### config.mk
export PLATFORM = sky130hd
export DESIGN_NAME = sum22_arbiter
export DESIGN_NICKNAME = d
export VERILOG_FILES = /design/src/rtl/sum22_arbiter_pkg.sv /design/src/rtl/sum22bit.sv /design/src/rtl/sum22_arbiter.sv
export SDC_FILE = /design/constraint.sdc
export NUM_CORES = 1
export LEC_CHECK = 0
export CAP_MARGIN = 20
export CORE_MARGIN = 2
export CORE_UTILIZATION = 45
export CTS_BUF_LIST = sky130_fd_sc_hd__clkbuf_8 sky130_fd_sc_hd__clkbuf_16
export DETAILED_ROUTE_END_ITERATION = 8
export DONT_BUFFER_PORTS = 1
export HOLD_SLACK_MARGIN = 0.06
export PLACE_DENSITY = 0.62
export REMOVE_ABC_BUFFERS = 1
export SYNTH_ARGS = -nofsm -noshare
export SYNTH_HDL_FRONTEND = slang
export SYNTH_HIERARCHICAL = 1
export SYNTH_SLANG_ARGS = --single-unit
### constraint.sdc
create_clock -name clk -period 2.51 [get_ports clk]
set_input_delay 0.3765 -clock clk [delete_from_list [all_inputs] [get_ports clk]]
set_output_delay 0.3765 -clock clk [all_outputs]
set_load 0.005 [all_outputs]
### src/rtl/sum22_arbiter_pkg.sv
// Shared constants and types for the two-requester 22-bit summing arbiter.
package sum22_arbiter_pkg;

  localparam int OPW = 22;

  typedef logic [1:0] kpg_t;
  localparam kpg_t KPG_KILL = 2'b00;
  localparam kpg_t KPG_GEN  = 2'b11;

  typedef enum logic {
    REQ0 = 1'b0,
    REQ1 = 1'b1
  } req_id_t;

endpackage

### src/rtl/sum22bit.sv
// 22-bit adder with kpg-encoded carry-in; bit 22 of sum is the carry-out.
module sum22bit
  import sum22_arbiter_pkg::*;
(
  input  logic [OPW-1:0] a,
  input  logic [OPW-1:0] b,
  input  kpg_t           cin,
  output logic [OPW:0]   sum
);

  logic carry_in;

  assign carry_in = (cin == KPG_GEN);
  assign sum      = {1'b0, a} + {1'b0, b} + {{OPW{1'b0}}, carry_in};

endmodule

### src/rtl/sum22_arbiter.sv
// Two-requester arbiter feeding a two-stage (operand, sum) pipeline with
// valid/ready handshakes on both sides.
module sum22_arbiter
  import sum22_arbiter_pkg::*;
#(
  parameter bit RR_EN = 1'b1
) (
  input  logic           clk,
  input  logic           rst,
  input  logic           req0_valid,
  output logic           req0_ready,
  input  logic [OPW-1:0] req0_a,
  input  logic [OPW-1:0] req0_b,
  input  logic           req0_cin,
  input  logic           req1_valid,
  output logic           req1_ready,
  input  logic [OPW-1:0] req1_a,
  input  logic [OPW-1:0] req1_b,
  input  logic           req1_cin,
  output logic           out_valid,
  input  logic           out_ready,
  output logic [OPW:0]   out_sum,
  output logic           out_id,
  output logic           busy
);

  logic           s1_valid;
  logic [OPW-1:0] s1_a;
  logic [OPW-1:0] s1_b;
  logic           s1_cin;
  req_id_t        s1_id;

  logic           s2_valid;
  logic [OPW:0]   s2_sum;
  req_id_t        s2_id;

  req_id_t        ptr;
  req_id_t        gnt;
  logic           any_req;
  logic           s1_load;
  logic           s2_load;
  logic           xfer;
  logic [OPW:0]   sum;
  kpg_t           s1_kpg;

  // A lone valid requester always wins; the pointer only breaks ties.
  always_comb begin
    gnt = REQ0;
    if (req0_valid && req1_valid) begin
      gnt = (RR_EN && (ptr == REQ1)) ? REQ1 : REQ0;
    end else if (req1_valid) begin
      gnt = REQ1;
    end
  end

  assign any_req = req0_valid || req1_valid;
  assign s2_load = !s2_valid || out_ready;
  assign s1_load = !s1_valid || s2_load;
  // NOTE: readies are combinational, so rst must mask them directly to keep
  // them low while reset is held rather than only after the next edge.
  assign xfer       = any_req && s1_load && !rst;
  assign req0_ready = xfer && (gnt == REQ0);
  assign req1_ready = xfer && (gnt == REQ1);

  // NOTE: datapath registers are reset too, so out_sum/out_id read 0 after reset.
  always_ff @(posedge clk or posedge rst) begin
    if (rst) begin
      s1_valid <= 1'b0;
      s1_a     <= '0;
      s1_b     <= '0;
      s1_cin   <= 1'b0;
      s1_id    <= REQ0;
      ptr      <= REQ0;
    end else begin
      if (s1_load) begin
        s1_valid <= any_req;
        if (any_req) begin
          s1_a   <= (gnt == REQ1) ? req1_a   : req0_a;
          s1_b   <= (gnt == REQ1) ? req1_b   : req0_b;
          s1_cin <= (gnt == REQ1) ? req1_cin : req0_cin;
          s1_id  <= gnt;
        end
      end
      if (xfer) begin
        ptr <= (gnt == REQ0) ? REQ1 : REQ0;
      end
    end
  end

  assign s1_kpg = s1_cin ? KPG_GEN : KPG_KILL;

  sum22bit u_add (
    .a   (s1_a),
    .b   (s1_b),
    .cin (s1_kpg),
    .sum (sum)
  );

  always_ff @(posedge clk or posedge rst) begin
    if (rst) begin
      s2_valid <= 1'b0;
      s2_sum   <= '0;
      s2_id    <= REQ0;
    end else if (s2_load) begin
      s2_valid <= s1_valid;
      if (s1_valid) begin
        s2_sum <= sum;
        s2_id  <= s1_id;
      end
    end
  end

  assign out_valid = s2_valid;
  assign out_sum   = s2_sum;
  assign out_id    = s2_id;
  assign busy      = s1_valid || s2_valid;

endmodule

* Word level (Yosys, flattened, before mapping)
Cells that the tools add are included.
Widths: inputs -> output; s select.
** Storage, ports and cells
- Bits in registers :: 73
- Output and inout bits :: 28
** Operators by class
- Add/subtract/negate cells :: 2
- Equal/unequal tests :: 1
- Mux-type cells :: 8
- Bitwise operators :: 1
- Reductions and logical operators :: 14
** Operator list (count)
- $mux 22 :: 2
- $add 22x22->23 :: 1
- $add 23x1->23 :: 1
- $logic_and 1x1->1 :: 5
- $mux 1 :: 5
- $logic_or 1x1->1 :: 4
- $reduce_and 2->1 :: 2
- $logic_not 1->1 :: 3
- $eq 2x2->1 const B :: 1
- $mux 2 :: 1
- $not 1->1 :: 1

* Logic depth before layout (Yosys ltp)
Gate-level depths: netlist of run 1.
- Word-level depth :: 6
- Mapped depth :: 11

* Hierarchy
The synthesis of run 1 kept the hierarchy.
** By module, submodules not included
- sum22_arbiter :: times used 1, cells each 233, area an instance 3161.8 um2, seq. area each 1826.8 um2
- sum22bit :: times used 1, cells each 145, area an instance 1068.5 um2, seq. area each 0.0 um2

* Least setup slack after synthesis of run 1
OpenSTA, ideal clock, no wires.
- Path kind :: register -> register
- Start :: reg s1_cin
- End :: reg s2_sum[22] (netlist: out_sum[22])
- Library setup time :: 0.125 ns
- Arrival time :: 2.653 ns
- Setup slack :: -0.267 ns
- Cell stages (with the launch flop) :: 12
- Buffers on the path :: 0
- Cells stage by stage :: dfrtp_1 > nand2_1 > fa_1 > inv_1 > fa_1 > a21o_1 > a221oi_1 > o31ai_1 > a21o_1 > a221o_1 > a21o_1 > mux2_2
** On the way
- Cells in the longest elaborated chain, start to end :: 3
** RTL lines
- from (decl) :: RTL line sum22_arbiter.sv:30 : logic s1_cin;
- from (signal assigned) :: RTL line sum22_arbiter.sv:80 : s1_cin <= (gnt == REQ1) ? req1_cin : req0_cin;
- $mux 2 :: RTL line sum22_arbiter.sv:90 : assign s1_kpg = s1_cin ? KPG_GEN : KPG_KILL;
- $eq 2x2->1 :: RTL line sum22bit.sv:13 : assign carry_in = (cin == KPG_GEN);
- $add 23x1->23 :: RTL line sum22bit.sv:14 : assign sum = {1'b0, a} + {1'b0, b} + {{OPW{1'b0}}, carry_in};
- named net sum[22] :: RTL line sum22_arbiter.sv:43 : logic [OPW:0] sum;
- to (signal assigned) :: RTL line sum22_arbiter.sv:107 : s2_sum <= sum;
- to (decl) :: RTL line sum22_arbiter.sv:34 : logic [OPW:0] s2_sum;
The timed path passes the listed nets, and every way through them passes these cells.
A chain may end at the register's enable or synchronous reset.

* Final worst setup path of run 1
Same ends and word-level chain as after synthesis.

==> impl_metrics.json, run 1 <==
{
  "syn_to_final_growth_pct": 14.2,
  "starting_density_of_the_core_pct": 46.0,
  "holdWs_ps": 157,
  "clkLatencyLatePin_ps": 340,
  "report.final.hold_viol_count": 0,
  "synth_cell_types": 51,
  "tritoncts_num_sinks": 73,
  "synth_edf_count": 0,
  "place.port_buffers": 0,
  "antenna_cells": 0,
  "grt_max_degree": 46,
  "synth_largest_area_cell": "dfrtp_1",
  "drt.antenna.violating_nets": 0,
  "globalRouteTotalUtil_pct": 19.2,
  "total_power_mw": 4.80,
  "violations": "negative setup slack",
  "overflow": 0,
  "setup.worst_path.end_class": "register",
  "synth-seq-cells": 73,
  "worst_slack_ps": -232,
  "cts-buffers-inserted": 9,
  "synth.area.top_cells": "dfrtp_1 (43%), o32ai_1 (9.3%), a2bb2oi_1 (9.1%), mux2_2 (6.4%), ha_1 (6.2%)",
  "placementRows": 35,
  "grt_setup_unrepaired": "true",
  "place_area_um2": 4460,
  "synth.yosys.seq_area_share_pct": 43.2,
  "syn-instance-count": 378,
  "timing.clock.skew_ps": 6.44,
  "die_footprint_um2": 10200,
  "timing_worst_setup_path_type": "reg -> reg",
  "synth-async-reset-ratio_pct": 100,
  "worst_min_delay_path_class": "in -> reg",
  "number_of_global_route_vias_before_repair": 2911,
  "num_io_pins": 123,
  "fp.coreArea_um2": 9200,
  "h-tree-depth": 3,
  "vdd_drop_max_uv": 324,
  "setup.worst_path.start_class": "register",
  "clock_tree_from_tritoncts": "built",
  "status": "complete, but fails checks",
  "1st_pass_router_iterations": 4,
  "worstPathArrival_ps": 2970,
  "ys_dominant_reg_cell": "dfrtp_1",
  "synth.yosys.warnings": 6,
  "buffer_depth_of_the_longest_clock_path": 2,
  "gp_congestion": 0.873,
  "floorplan.die.width_um": 101,
  "post_synth.cell_area_avg_um2": 11.2,
  "mappedNetlistArea_um2": 4230,
  "detailedRoute.firstIterationViolations": 99,
  "worst_ep_required_time_ps": 2740,
  "worst_slew_pin_slew_ps": 713,
  "min_period_over_period_pct": 109,
  "setup_violations": 7,
  "finalNetCount": 520,
  "placedCellCount": 493,
  "antenna_found_initial": 0,
  "finalCriticalPeriod_ps": 2740,
  "design_area_um2": 4830,
  "avgRoutedWirePerCell_um": 19.1,
  "fmaxAchievable_ghz": 0.365,
  "clk_transition_reported_paths_ps": 70,
  "final.setup.tns_ps": -890,
  "drv.max_cap_violation_count": 0,
  "layout.cells.non_filler": 517,
  "drive_gt1_share_pct": 23.9,
  "grt_pass1_wl_um": 15200,
  "fp.dieH_um": 101,
  "clk_tree_root_cell": "clkbuf_8",
  "area_share_of_the_largest_cell_type_after_synthesis_pct": 43.2,
  "power.leakage_nw": 1.98,
  "drt_wl_total_um": 9870,
  "detailroute.via_count": 3270,
  "dp_hpwl_um": 7170,
  "relSlewSlack_pct": 52.4,
  "final-max-slew-violation-count": 0,
  "drc": 0,
  "crit_fanout": 3,
  "route.detailed.vias_per_inst": 6.32,
  "pwr_density_cell_nw_per_um2": 994
}
cell usage in the layout (no fill, tap or decap), types with 2 or more instances in the layout:
cell and count:
a2bb2oi_1 44, xor2_1 6, clkbuf_8 11, dfrtp_1 73
inv_1 10, xnor2_1 12, mux2_4 3, mux2_2 21
nand2b_1 6, nand4_1 2, buf_4 36, fa_2 2
ha_1 19, nand2_1 13, nand3b_1 2, and3_1 5
clkinv_2 3, buf_6 2, nand3_1 6, a221o_1 3
a21oi_1 9, o32ai_1 45, a21o_1 6, a221oi_2 3
o21ai_1 3, o21bai_1 2, nor2_1 8, nor3_1 6
and2_1 2, o21ai_0 5, a21oi_2 2, inv_2 2
a31oi_1 3, o21a_1 4
synth_stat cells, types with 3 or more instances:
| library cell | count |
|---|---|
| dfrtp_1 | 73 |
| o32ai_1 | 45 |
| a2bb2oi_1 | 44 |
| mux2_2 | 24 |
| ha_1 | 21 |
| nand2_1 | 13 |
| xnor2_1 | 12 |
| a21oi_1 | 11 |
| inv_1 | 11 |
| buf_2 | 9 |
| buf_4 | 8 |
| clkbuf_1 | 8 |
| nor2_1 | 8 |
| a21o_1 | 6 |
| nand2b_1 | 6 |
| nand3_1 | 6 |
| nor3_1 | 6 |
| xor2_1 | 6 |
| and3_1 | 5 |
| o21ai_0 | 5 |
| a221oi_1 | 4 |
| a31oi_1 | 4 |
| o21a_1 | 4 |
| a221o_1 | 3 |
| o21ai_1 | 3 |
| o21bai_1 | 3 |
critical path, stage by stage (launching register included):
cell      delay (ps)
dfrtp_1          400
nand2_1           90
fa_2             210
inv_2             40
fa_2             330
a21o_1           190
a221oi_2         200
buf_4            160
o31ai_4           80
a21o_1           200
a221o_1          290
a21o_1           180
mux2_2           250
what timing repair did:
action,CTS,global route
resized for setup,12,10
pin swaps,5,8
hold buffers,1,0
setup endpoints to repair,9,9
hold endpoints to repair,29,0
buffers inserted,5,4
cloned,0,0
power breakdown:
| part | switching [mW] | internal, mW | total (mW) |
|---|---|---|---|
| clock network | 0.411 | 0.501 | 0.912 |
| logic | 0.975 | 1.12 | 2.09 |
| registers | 0.275 | 1.52 | 1.80 |
| total | 1.66 | 3.14 | 4.80 |
per-stage QoR:
stage | util, % | setup WS (ps)
after global routing | 52.5 | -314
after detailed placement | 48.5 | -385
after global placement | 48.5 | -330
final | 52.5 | -232
after floorplan | - | -268
after CTS | 51.8 | -234
layer usage:
layer	global-route usage (%)	wire, um
met4	5.41	117
met3	4.99	564
met1	27.2	4670
met5	0	0
met2	29.2	4520
path summary, 6_finish.rpt:
check,to,start,cells past startpoint,slack [ps]
worst max-delay path,out_sum[22],s1_cin,12,-230
worst min-delay path,ptr,req1_valid,1,160
worst max register to register,out_sum[22],s1_cin,12,-230
worst min register to register,s1_b[0],s1_b[0],1,520
max in group asynchronous,out_sum[8],rst,3,1440
min in group asynchronous,out_id,rst,2,330
area by class of cell:
| class | instances | area [um^2] |
|---|---|---|
| multi-input combinational | 267 | 2320 |
| clock inverter | 4 | 43.8 |
| clock buffer | 11 | 151 |
| inverter | 12 | 46.3 |
| sequential | 73 | 1830 |
| timing repair buffer | 39 | 303 |
| tap | 111 | 139 |
| fill | 841 | 4370 |
sequential cells by signal, indices dropped and copies added, names as in the netlist:
signal / cells
s1_a: 22
ptr: 1
out_id: 1
s1_valid: 1
s1_b: 22
s1_id: 1
out_valid: 1
s1_cin: 1
out_sum: 23
kinds of logic after synthesis:
group | after synthesis | synth area share [%]
fa+ha+maj | 23 | 7.16
buf+inv | 38 | 4.35
simple gates | 57 | 7.28
flops | 73 | 43.2
compound gates | 144 | 27.7
xor+xnor | 18 | 3.73
mux | 25 | 6.63
(Power assumes the default switching activity.)
==> run 2: changes to the inputs <==
==> constraint.sdc (replaced) <==
create_clock -name clk -period 2.4 [get_ports clk]
set_input_delay 0.36 -clock clk [delete_from_list [all_inputs] [get_ports clk]]
set_output_delay 0.36 -clock clk [all_outputs]
set_load 0.005 [all_outputs]
==> impl_metrics.json, run 2 (same netlist as run 1, synthesis figures left out) <==
{
  "report.final.hold_viol_count": 0,
  "die_footprint_um2": 10200,
  "multi_input_area_um2": 2390,
  "switching_share_pct": 34.5,
  "fp.coreArea_um2": 9200,
  "filler_cell_count": 837,
  "depth_of_the_worst_register_to_register_path": 12,
  "clock_tree_from_tritoncts": "built",
  "status": "complete, but fails checks",
  "timing.critical_path.cells": "nand2_2 -> fa_2 -> inv_2 -> fa_2 -> a21o_1 -> a221oi_2 -> buf_4 -> o31ai_4 -> a21o_1 -> a221o_1 -> a21o_1 -> mux2_2",
  "syn_to_final_growth_pct": 18.6,
  "detailedRoute.firstIterationViolations": 132,
  "layout_commonest_cell": "dfrtp_1",
  "drive_gt1_share_pct": 27.6,
  "h-tree-depth": 3,
  "worst_ep_required_time_ps": 2630,
  "crit_fanout": 3,
  "buffer_depth_of_the_longest_clock_path": 2,
  "number_of_global_route_vias_before_repair": 3188,
  "clkLatencyLatePin_ps": 340,
  "tritoncts_num_sinks": 73,
  "worst-path-stages": 12,
  "setup.worst_path.start_class": "register",
  "cell_type_of_the_slowest_stage_on_the_worst_timing_path": "dfrtp_1",
  "max_ffs_per_register": 23,
  "pwr-share-seq_pct": 35.5,
  "floorplan.die.width_um": 101,
  "place.port_buffers": 0,
  "min_period_over_period_pct": 114,
  "detailroute.via_count": 3315,
  "post_layout_utilization_of_the_core_pct": 54.6,
  "starting_density_of_the_core_pct": 46.0,
  "relSlewSlack_pct": 49.9,
  "timing_worst_setup_path_type": "reg -> reg",
  "fmaxAchievable_ghz": 0.365,
  "clock_power_share_pct": 20.1,
  "switchingPower_mw": 1.83,
  "grt_setup_unrepaired": "true",
  "worst_setup_path_endpoint": "out_sum[22]",
  "drt.antenna.violating_nets": 0,
  "drt_wl_total_um": 10200,
  "critical-path-top-cell-by-count": "a21o_1",
  "gp_congestion": 0.893,
  "critical_path.startpoint": "s1_cin",
  "timing.clock.skew_ps": 10.4,
  "timing.critical_path.buf_inv": 2,
  "clk_tree_root_cell": "clkbuf_8",
  "comb_power_share_pct": 44.5,
  "finalCriticalPeriod_ps": 2740,
  "pwr_density_cell_nw_per_um2": 1060,
  "cts-buffers-inserted": 9,
  "fp.dieH_um": 101,
  "worst_slew_pin_slew_ps": 751,
  "setup.worst_path.end_class": "register",
  "most-common-layout-cells": "dfrtp_1 (73), buf_4 (47), o32ai_1 (45)",
  "final-max-slew-violation-count": 0,
  "grt_pass1_wl_um": 16400,
  "vdd_drop_max_uv": 365,
  "antenna_found_initial": 0,
  "antenna_cells": 0,
  "internal-power_mw": 3.47,
  "globalRouteTotalUtil_pct": 20.6,
  "finalNetCount": 531,
  "drc": 0,
  "1st_pass_router_iterations": 4,
  "setup_violations": 7,
  "layout.cells.non_filler": 528,
  "placedCellCount": 507,
  "grt_max_degree": 46,
  "route.detailed.vias_per_inst": 6.28,
  "critPathMaxStageDelay_ps": 410,
  "power.leakage_nw": 2.05,
  "delay_heaviest_family_cp": "compound AO/OA/AOI/OAI gates",
  "worstPathArrival_ps": 2980,
  "overflow": 0,
  "rr_endpoint": "out_sum[22]",
  "placementRows": 35,
  "num_io_pins": 123,
  "crit-reg2reg-launch": "s1_cin",
  "dp_hpwl_um": 7270,
  "clk_transition_reported_paths_ps": 80,
  "worst_slack_ps": -342,
  "sequential_cell_area_um2": 1830,
  "worst-r2r-setup-slack_ps": -340,
  "violations": "negative setup slack",
  "worst_min_delay_path_class": "in -> reg",
  "avgRoutedWirePerCell_um": 19.3,
  "drv.max_cap_violation_count": 0
}
[run 2: metal layers]
layer  GRT usage (%)  up-vias  wire length, um
met5               0        -                0
met4            6.86        0              142
met3            4.16       15              669
met2            32.4      101             4740
met1            28.5     1630             4640
li1                -     1569                -
[run 2: area by class of cell]
| cell class | count | area share (%) |
|---|---|---|
| Tap cell | 111 | 2.77 |
| Inverter | 12 | 0.923 |
| Timing Repair Buffer | 50 | 7.86 |
| Clock buffer | 10 | 2.74 |
| Clock inverter | 5 | 1.60 |
| Multi-Input combinational cell | 267 | 47.7 |
| Sequential cell | 73 | 36.4 |
[run 2: worst min path at each step]
stage / from / to / slack (ps) / depth (start not counted)
floorplan: s1_b[0] / s1_b[0] / 470 / 1
global placement: rst / out_id / 130 / 1
detailed placement: rst / s1_id / 130 / 1
CTS: req1_valid / ptr / 130 / 1
global route: req1_valid / ptr / 140 / 1
finish: req1_valid / ptr / 150 / 1
[run 2: repair_timing]
action,4_1_cts,5_1_grt
endpoints found under the hold margin,5,0
pin swaps,7,11
resized for setup,13,19
endpoints found under the setup margin,9,11
buffers inserted,0,6
hold buffers,1,0
[run 2: power by group through the flow]
stage / registers, mW / logic, mW / clock network (mW)
2_1_floorplan: 1.79 / 1.50 / 0
3_3_place_gp: 1.89 / 2.05 / 0
3_5_place_dp: 1.90 / 2.09 / 0
4_1_cts: 1.88 / 2.18 / 1.09
5_1_grt: 1.93 / 2.60 / 1.16
6_report: 1.88 / 2.36 / 1.06
[run 2: through the flow]
stage | hold WS, ps | area, um^2 | setup WS, ps | power [mW] | TNS, ps
5_1_grt | 142 | 5020 | -452 | 5.68 | -2480
3_5_place_dp | 134 | 4580 | -492 | 3.99 | -2650
6_report | 150 | 5020 | -342 | 5.30 | -1490
2_1_floorplan | 470 | 4090 | -378 | 3.29 | -1880
3_3_place_gp | 134 | 4580 | -424 | 3.94 | -2130
4_1_cts | 135 | 4880 | -365 | 5.16 | -1460
